==> src/rtl/bus_cycle_controller.sv <==
// bus_cycle_controller
// Runs classic T1/T2/T3/(TW)/T4 bus cycles for memory and I/O accesses.
// Every output is registered: the next-state logic also computes the
// next value of each bus pin, and one register stage drives the pins.
//
// Optional feature: define BUS_WAIT_TIMEOUT_EN to bound wait states.
// When defined, an access whose target holds ready low for WAIT_LIMIT
// wait states is aborted with a one-cycle err pulse instead of done.
// When undefined there is no wait counter and err is constant 0.
//
// Handshake: req is looked at only while the controller is idle. A
// request seen in IDLE is accepted on that clock edge (its fields are
// latched there) and busy rises on the same edge. req seen in any other
// state is ignored. On the bus side, ready is sampled on the edge that
// ends T3/TW; ready=1 completes the transfer, ready=0 inserts one TW.
//
// dbg_state exposes the FSM state for checkers:
//   0=IDLE 1=T1 2=T2 3=T3 4=TW 5=T4
module bus_cycle_controller #(
  parameter int ADDR_W     = 16,
  parameter int DATA_W     = 8,
  parameter int WAIT_LIMIT = 15
) (
  input  logic              clock,
  input  logic              reset_n,
  input  logic              req,
  input  logic              req_mio,
  input  logic              req_write,
  input  logic [ADDR_W-1:0] req_addr,
  input  logic [DATA_W-1:0] req_wdata,
  output logic [ADDR_W-1:0] address,
  output logic              MIO,
  output logic              ALE,
  output logic              RD_n,
  output logic              WR_n,
  output logic [DATA_W-1:0] data_out,
  output logic              data_oe,
  input  logic [DATA_W-1:0] data_in,
  input  logic              ready,
  output logic              busy,
  output logic              done,
  output logic [DATA_W-1:0] rdata,
  output logic              err,
  output logic [2:0]        dbg_state
);

  typedef enum logic [2:0] {
    IDLE = 3'd0,
    T1   = 3'd1,
    T2   = 3'd2,
    T3   = 3'd3,
    TW   = 3'd4,
    T4   = 3'd5
  } state_t;

  // Wait counter width; a limit of 0 or 1 still needs one bit.
  localparam int CNT_W = (WAIT_LIMIT < 2) ? 1 : $clog2(WAIT_LIMIT + 1);
  typedef logic [CNT_W-1:0] wcnt_t;

  state_t state;
  state_t next_state;

  // Direction of the access in flight, latched with the request.
  logic lat_write;

  // Decoded actions for the coming edge.
  logic accept;    // request accepted in IDLE
  logic capture;   // read data is valid on the bus this cycle
  logic abort;     // wait-state limit reached with ready still low
  logic strobe_ph; // next state keeps a strobe asserted
  logic drive_ph;  // next state keeps write data on the bus

`ifdef BUS_WAIT_TIMEOUT_EN
  wcnt_t wait_cnt;
`endif

  assign dbg_state = state;

  // State register; reset aborts any access in flight.
  always_ff @(posedge clock or negedge reset_n) begin
    if (!reset_n) begin
      state <= IDLE;
    end else begin
      state <= next_state;
    end
  end

  // Next-state decode plus the per-edge actions derived from it.
  always_comb begin
    next_state = state;
    accept     = 1'b0;
    capture    = 1'b0;
    abort      = 1'b0;
    case (state)
      IDLE: begin
        if (req) begin
          accept     = 1'b1;
          next_state = T1;
        end
      end
      T1: next_state = T2;
      T2: next_state = T3;
      T3, TW: begin
        if (ready) begin
          capture    = ~lat_write;
          next_state = T4;
        end else begin
`ifdef BUS_WAIT_TIMEOUT_EN
          if (wait_cnt == wcnt_t'(WAIT_LIMIT)) begin
            abort      = 1'b1;
            next_state = IDLE;
          end else begin
            next_state = TW;
          end
`else
          next_state = TW;
`endif
        end
      end
      T4:      next_state = IDLE;
      default: next_state = IDLE;
    endcase
  end

  // Strobes are low from T2 until the transfer completes; write data is
  // driven from T2 through T4 so it stays stable past the WR_n rise.
  always_comb begin
    strobe_ph = (next_state == T2) || (next_state == T3) || (next_state == TW);
    drive_ph  = strobe_ph || (next_state == T4);
  end

  // Registered bus pins, request latches and read-data capture.
  always_ff @(posedge clock or negedge reset_n) begin
    if (!reset_n) begin
      address   <= '0;
      MIO       <= 1'b0;
      data_out  <= '0;
      lat_write <= 1'b0;
      ALE       <= 1'b0;
      RD_n      <= 1'b1;
      WR_n      <= 1'b1;
      data_oe   <= 1'b0;
      busy      <= 1'b0;
      done      <= 1'b0;
      rdata     <= '0;
    end else begin
      if (accept) begin
        address   <= req_addr;
        MIO       <= req_mio;
        data_out  <= req_wdata;
        lat_write <= req_write;
      end
      ALE     <= (next_state == T1);
      RD_n    <= ~(strobe_ph & ~lat_write);
      WR_n    <= ~(strobe_ph & lat_write);
      data_oe <= drive_ph & lat_write;
      busy    <= (next_state != IDLE);
      done    <= (next_state == T4);
      if (capture) begin
        rdata <= data_in;
      end
    end
  end

`ifdef BUS_WAIT_TIMEOUT_EN
  // Counts TW cycles of the current access; cleared on the way into T3.
  always_ff @(posedge clock or negedge reset_n) begin
    if (!reset_n) begin
      wait_cnt <= '0;
    end else if (state == T2) begin
      wait_cnt <= '0;
    end else if ((state == T3 || state == TW) && !ready && !abort) begin
      wait_cnt <= wait_cnt + wcnt_t'(1);
    end
  end

  // Abort pulse, one cycle, coincident with the return to IDLE.
  always_ff @(posedge clock or negedge reset_n) begin
    if (!reset_n) begin
      err <= 1'b0;
    end else begin
      err <= abort;
    end
  end
`else
  // No timeout logic: the abort pulse register is held at 0.
  always_ff @(posedge clock or negedge reset_n) begin
    if (!reset_n) begin
      err <= 1'b0;
    end else begin
      err <= abort;
    end
  end
`endif

endmodule
==> config.mk <==
export PLATFORM = sky130hd
export DESIGN_NAME = bus_cycle_controller
export DESIGN_NICKNAME = d
export VERILOG_FILES = /design/src/rtl/bus_cycle_controller.sv
export SDC_FILE = /design/constraint.sdc
export NUM_CORES = 1
export LEC_CHECK = 0
export ABC_AREA = 0
export CAP_MARGIN = 20
export CORE_AREA = 2 2 66 68
export DETAILED_ROUTE_END_ITERATION = 7
export DIE_AREA = 0 0 68 70
export PLACE_DENSITY = 0.82
export SYNTH_ARGS = -nofsm -noshare
export SYNTH_HDL_FRONTEND = slang
export SYNTH_SLANG_ARGS = --single-unit
==> constraint.sdc <==
create_clock -name clock -period 2.7 [get_ports clock]
set_input_delay 0.54 -clock clock [delete_from_list [all_inputs] [get_ports clock]]
set_output_delay 0.54 -clock clock [all_outputs]
set_load 0.005 [all_outputs]
==> flow_summary.yaml, run 1 <==
timing:
  max-slew-margin-rel_pct: 39.7
  timing_worst_slew_pin_value_ps: 905
  timing.final.setup_violations: 0
  layout_worst_path_cycle_share_pct: 72.8
  finalClockSkew_ps: 3.76
  timing.fmax_ghz: 0.508
  setup_repair_after_global_routing_missed_its_margin: "false"
  period_needed_ps: 1970
  finalHoldViolCount: 0
  setup_tns_ps: 0
  final.setup.worst_slack_ps: 733
  slew_viol_final: 0
cts:
  clock-root-buffer: "sky130_fd_sc_hd__clkbuf_8"
  max-clock-path-buffers: 2
  clock_slew_seen_by_the_registers_of_the_worst_setup_and_hold_paths_ps: 80
  tritoncts: "done"
  postCtsHoldBufs: 0
  post_cts_resized: 0
  htree_num_levels: 2
  cts_inserted_buffers: 5
  insertion_delay_ps: 280
  clkSinkCount: 43
  post-cts-setup-buffers: 0
drt:
  wl_per_cell_um: 14.8
  first_pass_iters: 4
  drc: 0
  ant_nets: 0
  drt_first_iter_violations: 85
  routed_wirelength_mm: 3.57
  vias: 1122
  avgViaCountPerCell: 4.66
floorplanning:
  starting_density_of_the_core_pct: 40.7
  die_w_um: 68
  pin_count: 81
  height_of_the_chip_um: 70
  placeableCoreArea_um2: 4140
  dieArea_um2: 4760
  num_rows: 24
critical_path:
  critical_path_cell_count: 1
  timing.critical_path.arrival_ps: 1430
  critical_path.top_delay_family: "buffers and inverters"
  crit_path_max_fanout: 9
  rr_worst_depth: 3
  endpoint_kind: "output port"
  criticalPathCategory: "register to output port"
  setup.worst_path.start_class: "register"
  slowest_stage: "sky130_fd_sc_hd__clkdlybuf4s50_1"
  timing.critical_path.required_ps: 2160
  worst-path-buf-inv: 1
  regToRegStartpoint: "dbg_state[2]$_DFF_PN0_"
  setup.reg_to_reg.worst_slack_ps: 950
  critPathMaxStageDelay_ps: 580
  timing.critical_path.cells: "clkdlybuf4s50_1"
  timing.rr.end: "rdata[7]$_DFFE_PN0P_"
pwr:
  power_leakage_nw: 1.07
  switching_share_pct: 27.3
  power.switching_mw: 0.787
  peakVddDrop_mv: 0.453
  power.sequential.fraction_pct: 40.5
  clockPowerShare_pct: 15.0
  cellInternalPower_mw: 2.09
  combinationalPowerShare_pct: 44.5
  power-per-cell-area_nw_per_um2: 1100
logic_synthesis:
  mappedNetlistNets: 146
  postSynthRegisterBits: 43
  synth-xor-area-share_pct: 0.519
  synth_cell_type_count: 24
  fraction_of_the_mapped_netlist_area_in_simple_logic_gates_pct: 5.49
  mean_syn_cell_area_um2: 15.8
  post-synth-top-area-cell: "sky130_fd_sc_hd__dfrtp_1"
  count_of_yosys_warnings_during_synthesis: 0
  synthesis.area_um2: 1690
  syn-instance-count: 107
  synth_sequential_area_ratio_pct: 63.9
  synth_top_family_by_area: "multiplexers"
  yosys.area.top_type_share_pct: 60.8
  adder_and_majority_gate_portion_of_the_synthesized_area_pct: 0.741
  synth_compound_area_share_pct: 2.82
  post_synth_mux_area_share_pct: 23.3
  main_area_contributors_after_synthesis: "sky130_fd_sc_hd__dfrtp_1, sky130_fd_sc_hd__mux2_2, sky130_fd_sc_hd__dfstp_2"
global_route:
  pin_count_of_the_biggest_net_entering_global_routing: 44
  grtUsageTotal_pct: 16.5
  grt_antenna_before_repair: 0
  first_global_vias: 1162
  grt_pass1_wl_mm: 5.83
  grt.overflow.total: 0
placement:
  post_place_worst_slack_ps: 543
  gp_routability_congestion: 0.787
  dpl.hpwl_mm: 2.79
  io_buffers: 79
hold_path:
  kind_of_path_behind_the_tightest_hold_check: "primary input to asynchronous set/reset pin"
job:
  max_cap_viol_count: 0
cells_and_area:
  layout.cells.most_common_list: "sky130_fd_sc_hd__clkdlybuf4s50_1, sky130_fd_sc_hd__dfrtp_1, sky130_fd_sc_hd__mux2_2"
  layout-area-overhead-vs-synth_pct: 54.7
  final_layout_size_suffix_gt1_share_pct: 25.4
  layout.cells.most_common: "sky130_fd_sc_hd__clkdlybuf4s50_1"
  antenna-diode-count: 0
  final_nets: 227
outcome:
  run_status: "finished, final reports clean"
[Yosys cell counts]
master / n
sky130_fd_sc_hd__nand3b_1: 1
sky130_fd_sc_hd__mux2_2: 34
sky130_fd_sc_hd__buf_2: 2
sky130_fd_sc_hd__o21bai_1: 1
sky130_fd_sc_hd__xnor2_1: 1
sky130_fd_sc_hd__ha_1: 1
sky130_fd_sc_hd__nand2_1: 2
sky130_fd_sc_hd__nor2_1: 3
sky130_fd_sc_hd__a21oi_4: 1
sky130_fd_sc_hd__a21oi_1: 2
sky130_fd_sc_hd__o32ai_1: 1
sky130_fd_sc_hd__dfrtp_1: 41
sky130_fd_sc_hd__buf_6: 2
sky130_fd_sc_hd__or3b_4: 1
sky130_fd_sc_hd__inv_1: 1
sky130_fd_sc_hd__conb_1: 1
sky130_fd_sc_hd__nand2b_1: 2
sky130_fd_sc_hd__nor4b_4: 1
sky130_fd_sc_hd__o21ai_0: 1
sky130_fd_sc_hd__dfstp_2: 2
sky130_fd_sc_hd__and2_1: 1
sky130_fd_sc_hd__buf_4: 2
sky130_fd_sc_hd__nor2b_1: 2
sky130_fd_sc_hd__mux2i_1: 1
[power by group through the flow]
stage                     Combinational, mW  Clock (mW)  Sequential [mW]
after floorplan                       0.557           0             1.15
after global placement                 1.25           0             1.16
after detailed placement               1.30           0             1.18
after CTS                              1.30       0.443             1.17
after global routing                   1.37       0.480             1.21
final                                  1.28       0.431             1.17
[final cells by class]
type / instances / area [um^2]
fill: 311 / 1530
multi-input combinational: 57 / 558
clock buffer: 8 / 100
timing repair buffer: 80 / 806
tap: 52 / 65.1
inverter: 1 / 3.75
sequential: 43 / 1080
[how the worst max path moves through the flow]
| stage | start | to |
|---|---|---|
| 2_1_floorplan | dbg_state[2]$_DFF_PN0_ | MIO$_DFFE_PN0P_ |
| 3_3_place_gp | req | address[0]$_DFFE_PN0P_ |
| 3_5_place_dp | req | address[11]$_DFFE_PN0P_ |
| 4_1_cts | dbg_state[0]$_DFF_PN0_ | dbg_state[0] |
| 5_1_grt | dbg_state[0]$_DFF_PN0_ | dbg_state[0] |
| 6_report | dbg_state[0]$_DFF_PN0_ | dbg_state[0] |
[layer usage]
metal | global-route usage [%] | vias to the layer above | share of wire, %
li1 | - | 525 | -
met1 | 19.5 | 556 | 38
met2 | 28.7 | 35 | 57
met3 | 4.35 | 6 | 3.9
met4 | 4.67 | 0 | 1.8
met5 | 0 | - | 0
[cells by family after synthesis]
group / Yosys count
and+or+nand+nor: 13
muxes: 35
AOI/OAI and AO/OA: 6
xor gates and xnor gates: 1
buffers and inverters: 7
adders and majority gates: 1
DFF: 43
other: 1
[through the flow]
step	cells	cell area, um^2	utilization (%)	power (mW)	hold slack, ps
finish	241	2610	63.0	2.88	382
global route	241	2610	63.0	3.06	447
CTS	241	2610	63.0	2.91	417
detailed placement	233	2510	60.6	2.48	487
global placement	233	2510	60.6	2.41	479
floorplan	107	1690	-	1.70	244
[registers in the layout, summed over array words and instances, names as in the netlist, 3 cells and up]
register,cells
dbg_state,3
rdata,8
address,16
data_out,8
Power figures use the tool's default switching activity.
==> run 2, diff against run 1 <==
CORE_AREA = 2 2 72 74   (was 2 2 66 68)
DIE_AREA = 0 0 74 76   (was 0 0 68 70)
PLACE_DENSITY = 0.73   (was 0.82)
clock period = 1.6 ns   (was 2.7 ns; I/O delays follow)
==> run 2 against run 1 <==
Final cell count grew 14%; via count grew 7.8%; cell area grew 7.5%; register-to-register slack got worse by 930 ps; critical path depth is 4 higher; clock-buffer cell count decreased by 3; wire length increased by 6.9%; critical path type is now register to register; largest cell class unchanged; highest routed layer unchanged.
==> flow_summary.yaml, run 2 (same netlist as run 1, synthesis figures left out) <==
timing:
  slew_viol_final: 0
  final.setup.worst_slack_ps: 21.2
  timing.fmax_ghz: 0.633
  finalClockSkew_ps: 3.61
  layout_worst_path_cycle_share_pct: 98.7
  timing.final.setup_violations: 0
  setup_repair_after_global_routing_missed_its_margin: "true"
  period_needed_ps: 1580
  finalHoldViolCount: 0
placement:
  dpl.hpwl_mm: 2.75
  gp_routability_congestion: 0.770
  post_place_worst_slack_ps: -188
  io_buffers: 79
  dp.cells: 258
outcome:
  run_status: "finished, final reports clean"
cts:
  clkSinkCount: 43
  insertion_delay_ps: 290
  max-clock-path-buffers: 2
  clock-root-buffer: "sky130_fd_sc_hd__clkbuf_8"
  cts_inserted_buffers: 5
  clock_slew_seen_by_the_registers_of_the_worst_setup_and_hold_paths_ps: 80
  tritoncts: "done"
  htree_num_levels: 2
hold_path:
  kind_of_path_behind_the_tightest_hold_check: "primary input to asynchronous set/reset pin"
drt:
  vias: 1209
  avgViaCountPerCell: 4.41
  wl_per_cell_um: 13.9
  drt_first_iter_violations: 37
  drc: 0
  routed_wirelength_mm: 3.82
  ant_nets: 0
  first_pass_iters: 4
critical_path:
  critical_path.top_delay_family: "buffers and inverters"
  timing.critical_path.cells: "buf_6 > nor4b_4 > buf_4 > clkbuf_16 > mux2_2"
  critical_path_cell_count: 5
  endpoint_kind: "register"
  crit_path_max_fanout: 13
  critPathMaxStageDelay_ps: 390
  timing.critical_path.arrival_ps: 1760
  slowest_stage: "sky130_fd_sc_hd__dfrtp_1"
  timing.critical_path.required_ps: 1780
  criticalPathCategory: "register to register"
  setup.reg_to_reg.worst_slack_ps: 20
  setup.worst_path.start_class: "register"
  worst-path-buf-inv: 3
  rr_worst_depth: 5
floorplanning:
  pin_count: 81
  height_of_the_chip_um: 76
  placeableCoreArea_um2: 4910
  die_w_um: 74
  num_rows: 26
  starting_density_of_the_core_pct: 34.4
  dieArea_um2: 5620
global_route:
  pin_count_of_the_biggest_net_entering_global_routing: 28
  grtUsageTotal_pct: 14.1
  grt.overflow.total: 0
  grt_pass1_wl_mm: 6.09
  first_global_vias: 1306
  grt_antenna_before_repair: 0
cells_and_area:
  antenna-diode-count: 0
  layout-area-overhead-vs-synth_pct: 66.3
  final_layout_size_suffix_gt1_share_pct: 31.4
  layout.cells.most_common_list: "sky130_fd_sc_hd__clkdlybuf4s50_1, sky130_fd_sc_hd__dfrtp_1, sky130_fd_sc_hd__mux2_2"
  layout.cells.most_common: "sky130_fd_sc_hd__clkdlybuf4s50_1"
  area_used_by_sequential_logic_in_the_layout_um2: 1080
  largest_registers: "address: 16 flops, data_out: 8 flops, rdata: 8 flops"
  multi_input_gate_area_um2: 572
  largest_register: "address"
  layout.cells.non_filler: 274
  final.fill_count: 403
  number_of_flip_flops_in_the_largest_register: 16
  final_nets: 242
pwr:
  power_leakage_nw: 1.17
  peakVddDrop_mv: 0.623
  switching_share_pct: 28.0
  cellInternalPower_mw: 3.65
  combinationalPowerShare_pct: 49.1
  power.switching_mw: 1.42
  clockPowerShare_pct: 13.5
  power-per-cell-area_nw_per_um2: 1810
  power.sequential.fraction_pct: 37.4
job:
  max_cap_viol_count: 0
-- run 2: cell types whose count changed in the layout (fill, tap and decap cells not counted), sizes merged --
cell	previous run	this run
clkdlybuf4s50	78	73
dlygate4sd2	0	5
clkinvlp	0	1
dlygate4sd3	0	1
clkinv	0	2
clkbuf	8	6
buf	2	15
-- run 2: timing repair --
action	4_1_cts	5_1_grt
setup endpoints to repair	10	31
cloned	0	1
endpoints found under the hold margin	2	0
hold buffers	1	0
buffers inserted	4	2
resized for setup	8	3
pin swaps	1	1
-- run 2: layout make-up --
type,count,share of cell area (%)
sequential,43,38.4
timing repair buffer,95,34.6
multi-input combinational,57,20.4
tap,70,3.12
clock buffer,5,2.45
clock inverter,3,0.891
inverter,1,0.134
-- run 2: routing by layer --
layer / track usage [%] / vias to the layer above / wire length (um)
met5: 0 / - / 0
met4: 4.36 / 0 / 44
met3: 4.89 / 5 / 289
met2: 23.7 / 48 / 1950
met1: 16.8 / 595 / 1530
li1: - / 561 / -
-- run 2: final timing paths --
| kind | startpoint | to |
|---|---|---|
| max | dbg_state[1]$_DFF_PN0_ | data_out[2]$_DFFE_PN0P_ |
| min | reset_n | busy$_DFF_PN0_ |
| max reg2reg | dbg_state[1]$_DFF_PN0_ | data_out[2]$_DFFE_PN0P_ |
| min reg2reg | lat_write$_DFFE_PN0P_ | WR_n$_DFF_PN1_ |
| max in group asynchronous | reset_n | data_out[5]$_DFFE_PN0P_ |
| min in group clock | lat_write$_DFFE_PN0P_ | WR_n$_DFF_PN1_ |
-- run 2: through the flow --
step           util, %  TNS, ps  hold slack (ps)  instance area, um^2  power (mW)
5_1_grt           57.2     -535              345                 2810        5.43
4_1_cts           56.2        0              356                 2760        5.05
3_5_place_dp      53.1    -5640              144                 2610        4.27
6_report          57.2        0              368                 2810        5.07
2_1_floorplan        -    -2420             24.4                 1710        2.94
3_3_place_gp      53.1    -4830              142                 2610        4.18
-- run 2: power by group through the flow --
| stage | Combinational, mW | Clock, mW | Sequential, mW |
|---|---|---|---|
| floorplan | 0.998 | 0 | 1.94 |
| global placement | 2.29 | 0 | 1.88 |
| detailed placement | 2.35 | 0 | 1.92 |
| CTS | 2.42 | 0.722 | 1.91 |
| global route | 2.67 | 0.784 | 1.97 |
| finish | 2.49 | 0.686 | 1.90 |
-- run 2: worst reg2reg max path: cells and delay by family (launching register included) --
| kind | cells | cell delay (ps) |
|---|---|---|
| buffers and inverters | 3 | 480 |
| DFF | 1 | 390 |
| muxes | 1 | 340 |
| and+or+nand+nor | 1 | 250 |
